--- config.mk ---
export PLATFORM = sky130hd
export DESIGN_NAME = bcd_accumulator_flat
export DESIGN_NICKNAME = d
export VERILOG_FILES = /design/src/rtl/bcd_pkg.sv /design/src/rtl/bcd_accumulator_if.sv /design/src/rtl/bcd_mac10.sv /design/src/rtl/bcd_accumulator.sv /design/src/flat_wrapper.sv
export SDC_FILE = /design/constraint.sdc
export NUM_CORES = 1
export LEC_CHECK = 0
export CAP_MARGIN = 0
export CORE_MARGIN = 5
export CORE_UTILIZATION = 35
export DETAILED_ROUTE_END_ITERATION = 10
export PLACE_DENSITY = 0.61
export REMOVE_ABC_BUFFERS = 1
export SYNTH_ARGS = -nofsm -noshare
export SYNTH_HDL_FRONTEND = slang
export SYNTH_SLANG_ARGS = --single-unit
--- constraint.sdc ---
create_clock -name clk -period 2.8 [get_ports clk]
set_clock_uncertainty 0.1 [all_clocks]
set_input_delay 0.56 -clock clk [delete_from_list [all_inputs] [get_ports clk]]
set_output_delay 0.56 -clock clk [all_outputs]
set_load 0.1 [all_outputs]
--- src/rtl/bcd_pkg.sv ---
`default_nettype none
// ============================================================================
// Module      : bcd_pkg
// Description : Shared types and constants for the BCD accumulator.
//               - state_t : accumulator FSM state encoding (IDLE/ACCUM/DONE)
//               - BCD_MAX : largest legal BCD digit value
// Revision    : 1.0 - initial release
// ============================================================================
package bcd_pkg;

    typedef enum logic [1:0] {
        IDLE  = 2'd0,
        ACCUM = 2'd1,
        DONE  = 2'd2
    } state_t;

    localparam logic [3:0] BCD_MAX = 4'd9;

endpackage : bcd_pkg
`default_nettype wire

--- src/rtl/bcd_accumulator_if.sv ---
`default_nettype none
// ============================================================================
// Module      : bcd_accumulator_if
// Description : Digit-in / result-out handshake bundle for bcd_accumulator.
//               Digit side : digit_valid, digit[3:0], digit_last -> digit_ready
//               Result side: value, value_valid, err, ndig <- value_ready
//               Modport slave  : the accumulator.
//               Modport master : the digit source / result sink.
// Revision    : 1.0 - initial release
// ============================================================================
interface bcd_accumulator_if #(
    parameter int NDIGITS = 4,
    parameter int BIN_W   = 14
);
    localparam int NDIG_W = $clog2(NDIGITS + 1);

    logic              digit_valid;
    logic [3:0]        digit;
    logic              digit_last;
    logic              digit_ready;
    logic [BIN_W-1:0]  value;
    logic              value_valid;
    logic              value_ready;
    logic              err;
    logic [NDIG_W-1:0] ndig;

    modport slave (
        input  digit_valid, digit, digit_last, value_ready,
        output digit_ready, value, value_valid, err, ndig
    );

    modport master (
        output digit_valid, digit, digit_last, value_ready,
        input  digit_ready, value, value_valid, err, ndig
    );

endinterface : bcd_accumulator_if
`default_nettype wire

--- src/rtl/bcd_mac10.sv ---
`default_nettype none
// ============================================================================
// Module      : bcd_mac10
// Description : Combinational multiply-by-ten-and-add. Computes
//               acc*10 + digit as (acc<<3) + (acc<<1) + digit, truncated to
//               BIN_W bits.
//   acc_i   [BIN_W-1:0] : current accumulator
//   digit_i [3:0]       : digit to append
//   acc_o   [BIN_W-1:0] : acc_i*10 + digit_i
// Revision    : 1.0 - initial release
// ============================================================================
module bcd_mac10 #(
    parameter int BIN_W = 14
) (
    input  wire logic [BIN_W-1:0] acc_i,
    input  wire logic [3:0]       digit_i,
    output logic      [BIN_W-1:0] acc_o
);

    logic [BIN_W-1:0] w_x8;
    logic [BIN_W-1:0] w_x2;

    assign w_x8  = acc_i << 3;
    assign w_x2  = acc_i << 1;
    assign acc_o = w_x8 + w_x2 + BIN_W'(digit_i);

endmodule : bcd_mac10
`default_nettype wire

--- src/rtl/bcd_accumulator.sv ---
`default_nettype none
// ============================================================================
// Module      : bcd_accumulator
// Description : Accepts a stream of BCD digits (MSD first) and accumulates
//               their binary value. The number ends on a digit flagged last;
//               the result is then held on the result side until taken.
//   clk  : clock, rising edge
//   rst  : synchronous active-high reset
//   bus  : bcd_accumulator_if.slave (digit input + result output handshake)
// Revision    : 1.0 - initial release
// ============================================================================
module bcd_accumulator
    import bcd_pkg::*;
#(
    parameter int NDIGITS = 4,
    parameter int BIN_W   = 14
) (
    input  wire logic          clk,
    input  wire logic          rst,
    bcd_accumulator_if.slave   bus
);

    localparam int NDIG_W = $clog2(NDIGITS + 1);

    state_t            state_q, state_d;
    logic [BIN_W-1:0]  acc_q,   acc_d;
    logic [NDIG_W-1:0] ndig_q,  ndig_d;
    logic              err_q,   err_d;

    logic              w_accept;
    logic [BIN_W-1:0]  w_mac;

    bcd_mac10 #(
        .BIN_W (BIN_W)
    ) u_mac10 (
        .acc_i   (acc_q),
        .digit_i (bus.digit),
        .acc_o   (w_mac)
    );

    assign bus.digit_ready = (state_q != DONE);
    assign bus.value_valid = (state_q == DONE);
    assign bus.value       = acc_q;
    assign bus.ndig        = ndig_q;
    assign bus.err         = err_q;

    assign w_accept = bus.digit_valid && bus.digit_ready;

    always_ff @(posedge clk) begin
        if (rst) begin
            state_q <= IDLE;
            acc_q   <= '0;
            ndig_q  <= '0;
            err_q   <= 1'b0;
        end else begin
            state_q <= state_d;
            acc_q   <= acc_d;
            ndig_q  <= ndig_d;
            err_q   <= err_d;
        end
    end

    always_comb begin
        state_d = state_q;
        acc_d   = acc_q;
        ndig_d  = ndig_q;
        err_d   = err_q;

        case (state_q)
            IDLE, ACCUM: begin
                if (w_accept) begin
                    // A surplus digit is flagged but neither counted nor
                    // accumulated; an out-of-range digit is counted only.
                    if (ndig_q == NDIG_W'(NDIGITS)) begin
                        err_d = 1'b1;
                    end else if (bus.digit > BCD_MAX) begin
                        err_d  = 1'b1;
                        ndig_d = ndig_q + NDIG_W'(1);
                    end else begin
                        acc_d  = w_mac;
                        ndig_d = ndig_q + NDIG_W'(1);
                    end
                    state_d = bus.digit_last ? DONE : ACCUM;
                end
            end
            DONE: begin
                if (bus.value_ready) begin
                    state_d = IDLE;
                    acc_d   = '0;
                    ndig_d  = '0;
                    err_d   = 1'b0;
                end
            end
            default: begin
                state_d = IDLE;
                acc_d   = '0;
                ndig_d  = '0;
                err_d   = 1'b0;
            end
        endcase
    end

endmodule : bcd_accumulator
`default_nettype wire

--- src/flat_wrapper.sv ---
// flat-port wrapper written by rule: the top's interface ports become plain ports
module bcd_accumulator_flat import bcd_pkg::*;
#(
    parameter int NDIGITS = 4,
    parameter int BIN_W   = 14
)
  (clk, rst, bus_digit_valid, bus_digit, bus_digit_last, bus_value_ready, bus_digit_ready, bus_value, bus_value_valid, bus_err, bus_ndig);
  bcd_accumulator_if #(.NDIGITS(NDIGITS), .BIN_W(BIN_W)) bus_i ();
  input  wire logic clk;
  input  wire logic rst;
  input wire logic [$bits(bus_i.digit_valid)-1:0] bus_digit_valid;
  input wire logic [$bits(bus_i.digit)-1:0] bus_digit;
  input wire logic [$bits(bus_i.digit_last)-1:0] bus_digit_last;
  input wire logic [$bits(bus_i.value_ready)-1:0] bus_value_ready;
  output wire logic [$bits(bus_i.digit_ready)-1:0] bus_digit_ready;
  output wire logic [$bits(bus_i.value)-1:0] bus_value;
  output wire logic [$bits(bus_i.value_valid)-1:0] bus_value_valid;
  output wire logic [$bits(bus_i.err)-1:0] bus_err;
  output wire logic [$bits(bus_i.ndig)-1:0] bus_ndig;
  assign bus_i.digit_valid = bus_digit_valid;
  assign bus_i.digit = bus_digit;
  assign bus_i.digit_last = bus_digit_last;
  assign bus_i.value_ready = bus_value_ready;
  assign bus_digit_ready = bus_i.digit_ready;
  assign bus_value = bus_i.value;
  assign bus_value_valid = bus_i.value_valid;
  assign bus_err = bus_i.err;
  assign bus_ndig = bus_i.ndig;
  bcd_accumulator #(.NDIGITS(NDIGITS), .BIN_W(BIN_W)) u_core (.clk(clk), .rst(rst), .bus(bus_i));
endmodule
==> results.sh <==
export IMPL_fin_crit_ns=2.69
export IMPL_r2r_end="u_core.bus.value[11]"
export IMPL_grt_first_pass_wirelength_mm=5.99
export IMPL_slew_violations=0
export IMPL_drt_pass1_iter_count=4
export IMPL_fp_row_count=23
export IMPL_combinationalPowerShare=0.305
export IMPL_ys_warnings_count=0
export IMPL_seqPwrFrac=0.358
export IMPL_num_antenna_cells=0
export IMPL_clk_latency_ns=0.26
export IMPL_core_area_sq_um=4090
export IMPL_path_buf_inv=3
export IMPL_antenna_found_initial=0
export IMPL_placedCellCount=265
export IMPL_cts_made_buffers=3
export IMPL_setup_viol_count_final=0
export IMPL_hold_path_endpoint="u_core.bus.value[13]"
export IMPL_placedInstanceArea_sq_um=1870
export IMPL_cts_path_max_buffers=2
export IMPL_synthArstFlopShare=0
export IMPL_reg2reg_depth=9
export IMPL_worstPathArrival_ns=2.74
export IMPL_worstHoldPathType="register to register"
export IMPL_area_growth_pct=32.4
export IMPL_synth_edf_count=0
export IMPL_crit_chain="dlygate4sd2_1 -> inv_1 -> fa_1 -> inv_1 -> ha_1 -> a21o_1 -> nand3_2 -> a211oi_2 -> or3_1 -> a32o_1"
export IMPL_leakagePower_nw=0.950
export IMPL_worst_path_max_delay_cell="fa_1"
export IMPL_clk_pin_slew_ns=0.08
export IMPL_grt_max_degree=13
export IMPL_avgRoutedWirePerCell_microns=13.2
export IMPL_ys_types=37
export IMPL_slew_headroom=0.764
export IMPL_end_kind="register"
export IMPL_path_class="input pin to register"
export IMPL_overflow=0
export IMPL_synth_flop_cell="dfxtp_1"
export IMPL_grt_usage=0.136
export IMPL_drc=0
export IMPL_layout_drive_gt1_share=0.222
export IMPL_worstReg2RegStart="u_core.bus.value[0]"
export IMPL_worstPathMaxFanout=4
export IMPL_holdPathStages=2
export IMPL_routed_wl_mm=3.57
export IMPL_cts_root_buffer_cell="clkbuf_8"
export IMPL_finalNonFillerCells=271
export IMPL_power_switching_uw=299
export IMPL_via_count=1380
export IMPL_critPathMostFrequentCell="inv_1"
export IMPL_worst_pin_slew_ns=0.346
export IMPL_drt_iter0_markers=51
export IMPL_rsz0062_at_grt="no"
export IMPL_maxCapViolCount=0
export IMPL_die_area_sq_um=5700
export IMPL_h_tree_depth=1
export IMPL_io_pins=29
export IMPL_power_per_cell_area_nw_per_um2=440
export IMPL_initial_utilization=0.367
export IMPL_cts_tree="done"
export IMPL_outcome="complete, no violations"
export IMPL_vias_per_cell=5.09
export IMPL_post_dp_hpwl_mm=2.88
export IMPL_cp_top_family="adder cells"
export IMPL_nets=257
export IMPL_yosysSeqAreaShare=0.267
export IMPL_syn_area_sq_um=1500
export IMPL_place_congestion=0.849
export IMPL_hp_start="u_core.bus.value[13]"
export IMPL_start_kind="input pin"
export IMPL_max_vdd_ir_drop_mv=0.301
export IMPL_die_h_microns=75.5
export IMPL_numClockSinks=20
export IMPL_clock_fmax_mhz=372
export IMPL_portBuffers=28
export IMPL_fin_crit_sh=0.960
export IMPL_hold_viol=0
export IMPL_p_sw_frac=0.342
export IMPL_required_ns=2.86
export IMPL_num_fill_cells=428
export IMPL_synth_cells=179
export IMPL_slowest_delay_ns=0.56
export IMPL_cts_hold_fix_buffers=0
export IMPL_postLayoutCellArea_sq_um=1990
export IMPL_die_w_microns=75.5
export IMPL_pwr_share_clk=0.337
export IMPL_regToRegSetupSlack_ns=0.16
export IMPL_p_int_uw=576
export IMPL_synth_seq_cells=20
export IMPL_synth_area_per_cell_sq_um=8.39
export IMPL_ant_nets=0
export IMPL_grt_pass1_vias=1308
[cell families after synthesis]
kind of cell / after synthesis / synth area share
buf+inv: 18 / 0.0450
compound gates: 56 / 0.253
flops: 20 / 0.267
simple gates: 56 / 0.191
fa+ha+maj: 26 / 0.227
xor+xnor: 3 / 0.0175
[cells in the mapped netlist, types with 2 or more instances]
| library cell | instances | area (sq um) |
|---|---|---|
| nand3_1 | 8 | 40.0 |
| a21o_1 | 4 | 30.0 |
| xnor2_1 | 2 | 17.5 |
| o31ai_1 | 2 | 15.0 |
| nor3_1 | 4 | 20.0 |
| a31oi_1 | 3 | 18.8 |
| a2111oi_0 | 2 | 17.5 |
| o21a_1 | 2 | 15.0 |
| a32o_1 | 4 | 40.0 |
| nor2_1 | 12 | 45.0 |
| nor2b_1 | 5 | 31.3 |
| dfxtp_1 | 20 | 400 |
| nand4_1 | 2 | 12.5 |
| and3_1 | 3 | 18.8 |
| a21oi_1 | 21 | 105 |
| o211ai_1 | 2 | 15.0 |
| nand2b_1 | 2 | 12.5 |
| clkbuf_1 | 5 | 18.8 |
| o21ai_0 | 9 | 45.0 |
| or3_1 | 3 | 18.8 |
| fa_1 | 2 | 40.0 |
| ha_1 | 24 | 300 |
| nand2_1 | 12 | 45.0 |
| inv_1 | 13 | 48.8 |
[power groups by stage]
stage	Sequential [mW]	Clock [mW]	Combinational, mW
final	0.313	0.294	0.267
after global routing	0.316	0.317	0.291
after CTS	0.314	0.303	0.269
after detailed placement	0.320	0	0.265
after global placement	0.320	0	0.265
after floorplan	0.400	0	0.106
[registers in the layout (all words and copies together) (netlist names)]
signal,flops
u_core.bus.value,14
u_core.bus.err,1
u_core.state_q,2
u_core.bus.ndig,3
[tightest hold or removal path: stages, from the launching register on]
cell     delay, ns
dfxtp_1       0.32
nand2_1       0.05
o31ai_1       0.05
[layout make-up]
cell class,count,area (sq um),area share
Clock buffer,3,41.3,0.0208
Inverter,13,48.8,0.0245
Sequential cell,20,400,0.201
Clock inverter,1,30.0,0.0151
Timing Repair Buffer,43,342,0.172
Tap cell,50,62.6,0.0315
Multi-Input combinational cell,141,1060,0.535
[layer usage]
metal / wire (microns) / global-route usage
met5: 0 / 0
met4: 29 / 0.0350
met2: 1670 / 0.224
met3: 135 / 0.0264
met1: 1730 / 0.182
[per-stage QoR]
stage               power, mW  setup slack, ns  hold slack (ns)   util  TNS, ns
floorplan               0.506           -0.441            0.401      -    -2.37
finish                  0.875            0.113            0.355  0.487        0
CTS                     0.886           0.0480            0.360  0.485        0
global placement        0.586           -0.320            0.345  0.458    -2.19
detailed placement      0.585           -0.369            0.345  0.458    -2.39
global route            0.924          0.00795            0.378  0.487        0
[what timing repair did]
action | CTS | global route
buffers inserted | 2 | 0
pin swaps | 10 | 2
endpoints found under the setup margin | 5 | 1
resized for setup | 7 | 2
[worst max path at each step]
stage	from	end	slack (ns)	cells after the start
final	bus_digit[3]	u_core.bus.value[11]	0.11	10
after global placement	bus_digit[3]	u_core.bus.value[12]	-0.32	9
after floorplan	u_core.bus.value[0]	u_core.bus.value[12]	-0.44	9
after detailed placement	bus_digit[3]	u_core.bus.value[12]	-0.37	9
after global routing	bus_digit[3]	u_core.bus.value[11]	0.008	10
after CTS	bus_digit[2]	u_core.bus.value[12]	0.05	10
[cell usage in the layout (no fill, tap or decap), types with 7 or more instances in the layout]
cell / n
buf_4: 35
ha_1: 23
a21oi_1: 20
clkdlybuf4s50_1: 7
nand2_1: 12
nor2_1: 12
nand3_1: 8
dfxtp_1: 20
o21ai_0: 8
inv_1: 13
(Power assumes the default switching activity.)
